`config.mk`:
```
export PLATFORM = sky130hd
export DESIGN_NAME = display_feed
export DESIGN_NICKNAME = d
export VERILOG_FILES = /design/src/rtl/display_feed_pkg.sv /design/src/rtl/key_debounce.sv /design/src/rtl/display_feed.sv
export SDC_FILE = /design/constraint.sdc
export NUM_CORES = 1
export LEC_CHECK = 0
export CAP_MARGIN = 0
export CORE_MARGIN = 2
export CORE_UTILIZATION = 41
export DETAILED_ROUTE_END_ITERATION = 7
export GPL_TIMING_DRIVEN = 0
export REMOVE_ABC_BUFFERS = 1
export SKIP_CTS_REPAIR_TIMING = 1
export SLEW_MARGIN = 15
export SYNTH_ARGS = -nofsm -noshare
export SYNTH_HDL_FRONTEND = slang
export SYNTH_HIERARCHICAL = 1
export SYNTH_SLANG_ARGS = --single-unit
```
`constraint.sdc`:
```
create_clock -name clock -period 10.1 [get_ports clock]
set_input_delay 2.02 -clock clock [delete_from_list [all_inputs] [get_ports clock]]
set_output_delay 2.02 -clock clock [all_outputs]
set_load 0.02 [all_outputs]
```
`src/rtl/display_feed_pkg.sv`:
```
// Shared definitions for the retirement display feed: FSM states and opcode constants.
// Latency: n/a (types and constants only).
// Backpressure: n/a.
package def;

  typedef enum logic [1:0] {
    OFF    = 2'd0,
    LIVE   = 2'd1,
    FROZEN = 2'd2
  } state_t;

  // Opcode shown on the display before anything has retired.
  localparam logic [7:0] NOP = 8'h00;

endpackage

```
`src/rtl/key_debounce.sv`:
```
// Raw active-low push-button to a single-cycle press pulse (2-FF sync + stability counter).
// Latency: 2 sync cycles + DEBOUNCE_CYCLES stable cycles + 1 registered pulse.
// Backpressure: none; a press is one pulse per accepted high-to-low level change.
module key_debounce #(
  parameter int DEBOUNCE_CYCLES = 500000
) (
  input  logic clock,
  input  logic reset_s2_n,
  input  logic key_n,
  output logic pressed
);

  localparam int CW = $clog2(DEBOUNCE_CYCLES + 1);
  localparam logic [CW-1:0] LAST = CW'(DEBOUNCE_CYCLES - 1);

  logic          sync1;
  logic          sync2;
  logic          level;
  logic [CW-1:0] cnt;

  // Two-stage synchronizer; resets to the released (high) level.
  always_ff @(posedge clock or negedge reset_s2_n) begin
    if (!reset_s2_n) begin
      sync1 <= 1'b1;
      sync2 <= 1'b1;
    end else begin
      sync1 <= key_n;
      sync2 <= sync1;
    end
  end

  // Accept a new level only after it has differed from the current one for
  // DEBOUNCE_CYCLES consecutive cycles; any bounce back restarts the count.
  always_ff @(posedge clock or negedge reset_s2_n) begin
    if (!reset_s2_n) begin
      level   <= 1'b1;
      cnt     <= '0;
      pressed <= 1'b0;
    end else begin
      pressed <= 1'b0;
      if (sync2 == level) begin
        cnt <= '0;
      end else if (cnt == LAST) begin
        level   <= sync2;
        cnt     <= '0;
        pressed <= ~sync2;
      end else begin
        cnt <= cnt + 1'b1;
      end
    end
  end

endmodule

```
`src/rtl/display_feed.sv`:
```
// Retired-instruction history buffer with OFF/LIVE/FROZEN display control from three keys.
// Latency: op_code/r16 update one cycle after a cpu_valid write; key actions after debounce.
// Backpressure: none; retirements arriving while frozen are dropped and flagged in lost.
module display_feed
  import def::*;
#(
  parameter int DEPTH           = 8,
  parameter int DEBOUNCE_CYCLES = 500000
) (
  input  logic       clock,
  input  logic       reset_s2_n,
  input  logic       cpu_valid,
  input  logic [7:0] cpu_op_code,
  input  logic [7:0] cpu_r16,
  input  logic       key_disp_n,
  input  logic       key_hold_n,
  input  logic       key_step_n,
  output logic       enable,
  output logic [7:0] op_code,
  output logic [7:0] r16,
  output logic       frozen,
  output logic [3:0] hist_index,
  output logic       lost
);

  localparam int AW   = $clog2(DEPTH);
  localparam int CNTW = AW + 1;

  logic disp_press;
  logic hold_press;
  logic step_press;

  key_debounce #(.DEBOUNCE_CYCLES(DEBOUNCE_CYCLES)) u_key_disp (
    .clock      (clock),
    .reset_s2_n (reset_s2_n),
    .key_n      (key_disp_n),
    .pressed    (disp_press)
  );

  key_debounce #(.DEBOUNCE_CYCLES(DEBOUNCE_CYCLES)) u_key_hold (
    .clock      (clock),
    .reset_s2_n (reset_s2_n),
    .key_n      (key_hold_n),
    .pressed    (hold_press)
  );

  key_debounce #(.DEBOUNCE_CYCLES(DEBOUNCE_CYCLES)) u_key_step (
    .clock      (clock),
    .reset_s2_n (reset_s2_n),
    .key_n      (key_step_n),
    .pressed    (step_press)
  );

  state_t          state;
  state_t          state_nxt;
  logic [AW-1:0]   wr_ptr;
  logic [AW-1:0]   wr_ptr_nxt;
  logic [CNTW-1:0] count;
  logic [CNTW-1:0] count_nxt;
  logic [3:0]      hist_nxt;
  logic            lost_nxt;
  logic            do_write;
  logic [AW-1:0]   rd_addr;
  logic [15:0]     rd_data;
  logic [15:0]     mem [DEPTH];

  // Next state, buffer bookkeeping and display read address. The write is
  // resolved before the key action so a freeze in the same cycle sees it.
  always_comb begin
    state_nxt  = state;
    hist_nxt   = hist_index;
    lost_nxt   = lost;
    do_write   = cpu_valid && (state != FROZEN);
    wr_ptr_nxt = wr_ptr;
    count_nxt  = count;

    if (do_write) begin
      wr_ptr_nxt = wr_ptr + 1'b1;
      if (count != CNTW'(DEPTH)) begin
        count_nxt = count + 1'b1;
      end
    end

    // Priority disp > hold > step falls out of the if/else chains.
    case (state)
      OFF: begin
        if (disp_press) begin
          state_nxt = LIVE;
        end
      end
      LIVE: begin
        if (disp_press) begin
          state_nxt = OFF;
        end else if (hold_press && (count_nxt != '0)) begin
          state_nxt = FROZEN;
          hist_nxt  = 4'd0;
        end
      end
      FROZEN: begin
        if (disp_press) begin
          state_nxt = OFF;
          hist_nxt  = 4'd0;
        end else if (hold_press) begin
          state_nxt = LIVE;
          hist_nxt  = 4'd0;
        end else if (step_press) begin
          hist_nxt = (hist_index == 4'(count - CNTW'(1))) ? 4'd0 : hist_index + 4'd1;
        end
      end
      default: begin
        state_nxt = OFF;
        hist_nxt  = 4'd0;
      end
    endcase

    if ((state == FROZEN) && cpu_valid) begin
      lost_nxt = 1'b1;
    end
    if ((state != LIVE) && (state_nxt == LIVE)) begin
      lost_nxt = 1'b0;
    end

    // Entry shown is (wr_ptr - 1 - hist_index) mod DEPTH on the post-update
    // values; a same-cycle write to that slot is forwarded.
    rd_addr = wr_ptr_nxt - AW'(1) - hist_nxt[AW-1:0];
    if (do_write && (rd_addr == wr_ptr)) begin
      rd_data = {cpu_op_code, cpu_r16};
    end else begin
      rd_data = mem[rd_addr];
    end
  end

  // History storage; contents are don't-care until counted in.
  always_ff @(posedge clock) begin
    if (do_write) begin
      mem[wr_ptr] <= {cpu_op_code, cpu_r16};
    end
  end

  // State, pointers and registered display outputs.
  always_ff @(posedge clock or negedge reset_s2_n) begin
    if (!reset_s2_n) begin
      state      <= OFF;
      wr_ptr     <= '0;
      count      <= '0;
      hist_index <= 4'd0;
      lost       <= 1'b0;
      enable     <= 1'b0;
      frozen     <= 1'b0;
      op_code    <= NOP;
      r16        <= 8'h00;
    end else begin
      state      <= state_nxt;
      wr_ptr     <= wr_ptr_nxt;
      count      <= count_nxt;
      hist_index <= hist_nxt;
      lost       <= lost_nxt;
      enable     <= (state_nxt != OFF);
      frozen     <= (state_nxt == FROZEN);
      if (count_nxt != '0) begin
        op_code <= rd_data[15:8];
        r16     <= rd_data[7:0];
      end
    end
  end

endmodule

```
Word level (Yosys, flattened, before mapping)
Memory sizes are Yosys's and may differ from the RTL's. A register that Yosys moved wholly into a read port is not among the register bits.
Cells that the tools add are included.

cells by class
  $add $sub $neg = 9
  equality and inequality tests = 17
  muxes and demuxes = 32
  bitwise gates (word level) = 7
  reduce and logical (&&, ||, !) cells = 13

operators with widths
  operator                                               count
  two-way mux 19 bit                                     6
  adder 19 x 1 -> 19 bit, second input constant          3
  == test 19 bit, second input constant                  3
  two-way mux 4 bit                                      8
  one-hot mux 4 bit (3 select lines)                     1
  two-way mux 1 bit                                      10
  two-way mux 2 bit                                      5
  adder 4 x 1 -> 4 bit, second input constant            2
  inverter 1 bit                                         7
  inequality test 2 bit, second input constant           3
  one-hot mux 2 bit (3 select lines)                     1
  AND reduction 2 bit                                    3
  == test 2 x 1 -> 1 bit, second input constant          2
  == test 2 bit, second input constant                   2
  == test 4 bit                                          1
  logical AND 1 bit                                      4
  inequality test 4 x 1 -> 1 bit, second input constant  1
  inequality test 4 bit, second input constant           1
  AND reduction 4 bit                                    1
  nonzero test 2 bit                                     2
  nonzero test 4 bit                                     1
  subtractor 4 x 1 -> 4 bit, second input constant       1
  adder 3 x 1 -> 3 bit, second input constant            1
  == test 1 bit                                          3
  other kinds (6)                                        6

storage, ports and cells
  bits in registers = 85
  bits in writable memories = 128
  bits of input ports = 22
  output and inout bits = 23
  word-level logic and storage cells = 102
  memories kept = 1

memory list
  name  words  bits a word  rd ports  clocked after memory_dff  write ports  line                text
  mem   8      16           1         1                         1            display_feed.sv:65  logic [15:0] mem [DEPTH];

Longest topological paths before layout
  depth in word-level cells = 11
  gate-level depth with buffers = 21
  gate-level depth less buffers = 18

Cells and area by module
The synthesis kept the hierarchy.

modules (own cells, without submodules)
  module        times used  cells an instance  area an instance (um2)
  display_feed  1           381                6,657.6
  key_debounce  3           110                1,122.3

Worst setup path before layout
OpenSTA, ideal clock, no wires.

  path type = input-to-reg
  start point = input port cpu_valid
  end point = register op_code[6], read port of mem
  arrival time = 4.972 ns
  data required time = 9.967 ns
  setup slack = 4.995 ns
  stages = 14
  buffers on the path = 2
  path through = nand2_1 nor3_1 o311ai_4 nand2_1 nor2_1 o22ai_1 nand2_1 o21a_1 ha_1 clkbuf_1 clkbuf_1 mux4_2 mux2i_1 a21oi_1

between the ends
  cells in the longest elaborated chain, start to end = 8
  elaborated cells between the ends (all ways) = 10

RTL lines
  item                                line                                     text
  start: declaration                  display_feed.sv:12                       input logic cpu_valid,
  logical AND 1 bit (*)               display_feed.sv:73                       do_write = cpu_valid && (state != FROZEN);
  two-way mux 4 bit                   display_feed.sv:77                       if (do_write) begin
  nonzero test 4 bit                  display_feed.sv:94, display_feed.sv:160
  logical AND 1 bit                   display_feed.sv:94                       end else if (hold_press && (count_nxt != '0)) begin
  two-way mux 4 bit                   display_feed.sv:94
  two-way mux 4 bit                   display_feed.sv:92                       if (disp_press) begin
  one-hot mux 4 bit (3 select lines)  display_feed.sv:85                       case (state)
  subtractor 3 bit                    display_feed.sv:125                      rd_addr = wr_ptr_nxt - AW'(1) - hist_nxt[AW-1:0];
  end: declaration                    display_feed.sv:19                       output logic [7:0] op_code,

Every way passes the cells marked *; elsewhere a longest branch is shown, timed or not. The select of a mux whose other input is x is not followed.
A chain may end at the register's enable or synchronous reset.

Worst setup path in the final report
  start point = input port cpu_valid
  end point = register r16[1], read port of mem

between the ends
  cells in the longest elaborated chain, start to end = 8
  elaborated cells between the ends (all ways) = 10

RTL lines
  item                                line                                     text
  logical AND 1 bit (*)               display_feed.sv:73
  two-way mux 4 bit                   display_feed.sv:77
  nonzero test 4 bit                  display_feed.sv:94, display_feed.sv:160
  logical AND 1 bit                   display_feed.sv:94
  two-way mux 4 bit                   display_feed.sv:94
  two-way mux 4 bit                   display_feed.sv:92
  one-hot mux 4 bit (3 select lines)  display_feed.sv:85
  subtractor 3 bit                    display_feed.sv:125
  end: declaration                    display_feed.sv:20                       output logic [7:0] r16,

Marked as above.

==> impl_metrics.env <==
export IMPL_start_util_pct=41.5
export IMPL_synthCells=711
export IMPL_cts_made_buffers=25
export IMPL_core_area_um2=24200
export IMPL_vias_per_cell=5.42
export IMPL_fin_ws_ps=3290
export IMPL_fin_crit_ps=6810
export IMPL_dieWidth_um=160
export IMPL_gp_congestion=0.788
export IMPL_worstMarginPinSlew_ps=1240
export IMPL_worstPathMaxFanout=19
export IMPL_synthDominantCellAreaShare_pct=38.3
export IMPL_diodes=0
export IMPL_cp_end_kind="register"
export IMPL_cts_sinks=229
export IMPL_die_area_um2=25700
export IMPL_grt_pass1_wl_mm=33.5
export IMPL_synth_seq_cells=229
export IMPL_design_area_um2=11900
export IMPL_htreeDepth=1
export IMPL_rsz0062_at_grt="false"
export IMPL_crit_buf_inv=2
export IMPL_wl_per_cell_um=18.5
export IMPL_antenna_found_initial=0
export IMPL_nNetsFinal=803
export IMPL_status="finished, final reports clean"
export IMPL_drive_above_1_share_pct=17.6
export IMPL_critPathArrivalTime_ps=7250
export IMPL_critPathKind="input port to register"
export IMPL_synth_top_area_cell="edfxtp_1"
export IMPL_grt_util_all_layers_pct=16.4
export IMPL_slowest_delay_ps=1070
export IMPL_drc=0
export IMPL_peakVddDrop_mv=0.206
export IMPL_seq_area_frac_synth_pct=63.7
export IMPL_path_cells="clkdlybuf4s50_1 -> a2111oi_4 -> o311ai_4 -> nand2_1 -> nor2_1 -> o22ai_1 -> nand2_1 -> o21a_1 -> ha_4 -> inv_1 -> fa_2 -> xor2_1 -> nand3_1 -> a21oi_4 -> nor2_2 -> a21oi_1"
export IMPL_clk_path_buf_depth=3
export IMPL_hold_path_class="register to register"
export IMPL_crit_slowest_cell="o311ai_4"
export IMPL_power_density_nw_per_um2=278
export IMPL_pre_cts_slack_ps=2820
export IMPL_grt_overflow_total=0
export IMPL_synthDistinctLibCells=57
export IMPL_synth_area_leaders="edfxtp_1 38%, dfrtp_1 23%, mux4_2 7.2%"
export IMPL_grt_pass1_vias=6311
export IMPL_cts_tree="yes"
export IMPL_power_leakage_nw=4.18
export IMPL_io_buffers=44
export IMPL_final_hold_viol_count=0
export IMPL_synthArstFlopShare_pct=44.1
export IMPL_wirelength_mm=20.7
export IMPL_yosysWarnings=6
export IMPL_dp_hpwl_mm=13.5
export IMPL_cp_start_kind="input port"
export IMPL_crit_family="compound AO/OA/AOI/OAI gates"
export IMPL_synth_edf_count=128
export IMPL_drv_cap=0
export IMPL_cts_clk_slew_worst_paths_ps=60
export IMPL_maxSlewViolCount=0
export IMPL_fmax_mhz=147
export IMPL_crit_top_cell="nand2_1"
export IMPL_setup_viol=0
export IMPL_drt_iter0_drc=397
export IMPL_slew_headroom_pct=17.3
export IMPL_area_growth_pct=18.8
export IMPL_skew_ps=18.2
export IMPL_required_ps=10540
export IMPL_ctsRootBufferMaster="clkbuf_16"
export IMPL_place_area_um2=11000
export IMPL_dr_pass1_iters=5
export IMPL_fin_crit_sh_pct=67.4
export IMPL_syn_area_um2=10000
export IMPL_synth_ff_type="edfxtp_1"
export IMPL_row_count=57
export IMPL_ioPinCount=45
export IMPL_drtAntennaViolNets=0
export IMPL_clkLatencyLatePin_ps=530
export IMPL_postSynthAreaPerCell_um2=14.1
export IMPL_finalSetupTns_ps=0
export IMPL_die_h_um=160
export IMPL_vias=6035
export IMPL_grt_max_degree=79
metal layers:
metal  GRT usage, %  vias up  part of all wire (%)
li1               -     2782                     -
met1           20.9     3071                    42
met2           28.3      138                    50
met3           3.00       44                   4.4
met4           5.65        0                   3.4
met5              0        -                     0
report_power, final:
group | total [mW] | internal, mW | switching (mW)
Clock | 1.01 | 0.650 | 0.365
Sequential | 1.21 | 1.13 | 0.0761
Combinational | 1.09 | 0.510 | 0.577
Total | 3.31 | 2.29 | 1.02
sequential cells by signal (all words and copies together) (netlist names), 2 cells and up:
name,flops
wr_ptr,3
state,2
hist_index,4
u_key_step/cnt,19
mem,128
op_code,8
count,4
r16,8
u_key_hold/cnt,19
u_key_disp/cnt,19
through the flow:
step / cells / power (mW) / hold slack (ps) / util, %
2_1_floorplan: 683 / 1.94 / 345 / -
3_3_place_gp: 1051 / 2.25 / 347 / 44.4
4_1_cts: 1114 / 3.35 / 357 / 49.3
6_report: 1114 / 3.31 / 356 / 49.3
5_1_grt: 1114 / 3.46 / 360 / 49.3
3_5_place_dp: 1068 / 2.32 / 349 / 45.4
cell type report:
cell class / count / area (um^2)
repair buffers: 61 / 639
multi-input cells: 438 / 3490
well taps: 324 / 405
clock buffers: 30 / 664
inverters: 16 / 60.1
fillers: 2045 / 12300
clock inverters: 16 / 269
flip-flops and latches: 229 / 6380
layout by cell type (no fill, tap or decap), types with 6 or more instances in the layout:
master / instances
bufinv_16: 7
inv_1: 16
mux2i_1: 16
nor4b_1: 6
buf_4: 8
edfxtp_1: 128
dfstp_2: 9
ha_1: 8
mux4_2: 32
clkdlybuf4s50_1: 43
a21oi_1: 23
xor2_1: 14
xnor2_1: 48
nor3_1: 21
dfrtp_1: 92
o21ai_0: 13
nor4_1: 10
nand2_1: 39
clkbuf_16: 25
nand4_1: 28
nand3_1: 20
nor2_1: 72
o2bb2ai_1: 16
worst paths after layout:
kind                                   from          endpoint  slack (ps)  cells past startpoint
setup reg to reg                   count[0]            r16[1]        4390                     18
setup / recovery                  cpu_valid            r16[1]        3290                     16
hold / removal             u_key_disp/sync1  u_key_disp/sync2         360                      0
min in group asynchronous        reset_s2_n            r16[2]        1360                      1
hold reg to reg            u_key_disp/sync1  u_key_disp/sync2         360                      0
max in group asynchronous        reset_s2_n  u_key_step/sync2        8050                      2
cell families (layout without fill, tap and decap cells):
kind of cell    count (synthesis)  after routing  synth area share (%)
compound gates                 71             71                  5.65
xor+xnor                       63             63                  5.65
fa+ha+maj                      10             10                  1.32
buf+inv                        44            123                  2.06
flops                         229            229                  63.7
mux                            51             51                  9.12
simple gates                  243            243                  12.5
synth_stat cells, types with 12 or more instances:
library cell	instances
a21oi_1	23
clkbuf_1	12
dfrtp_1	92
edfxtp_1	128
inv_1	16
mux2i_1	16
mux4_2	32
nand2_1	39
nand3_1	20
nand4_1	28
nor2_1	76
nor3_1	25
o21ai_0	13
o2bb2ai_1	16
xnor2_1	48
xor2_1	14
Power figures use the tool's default switching activity.
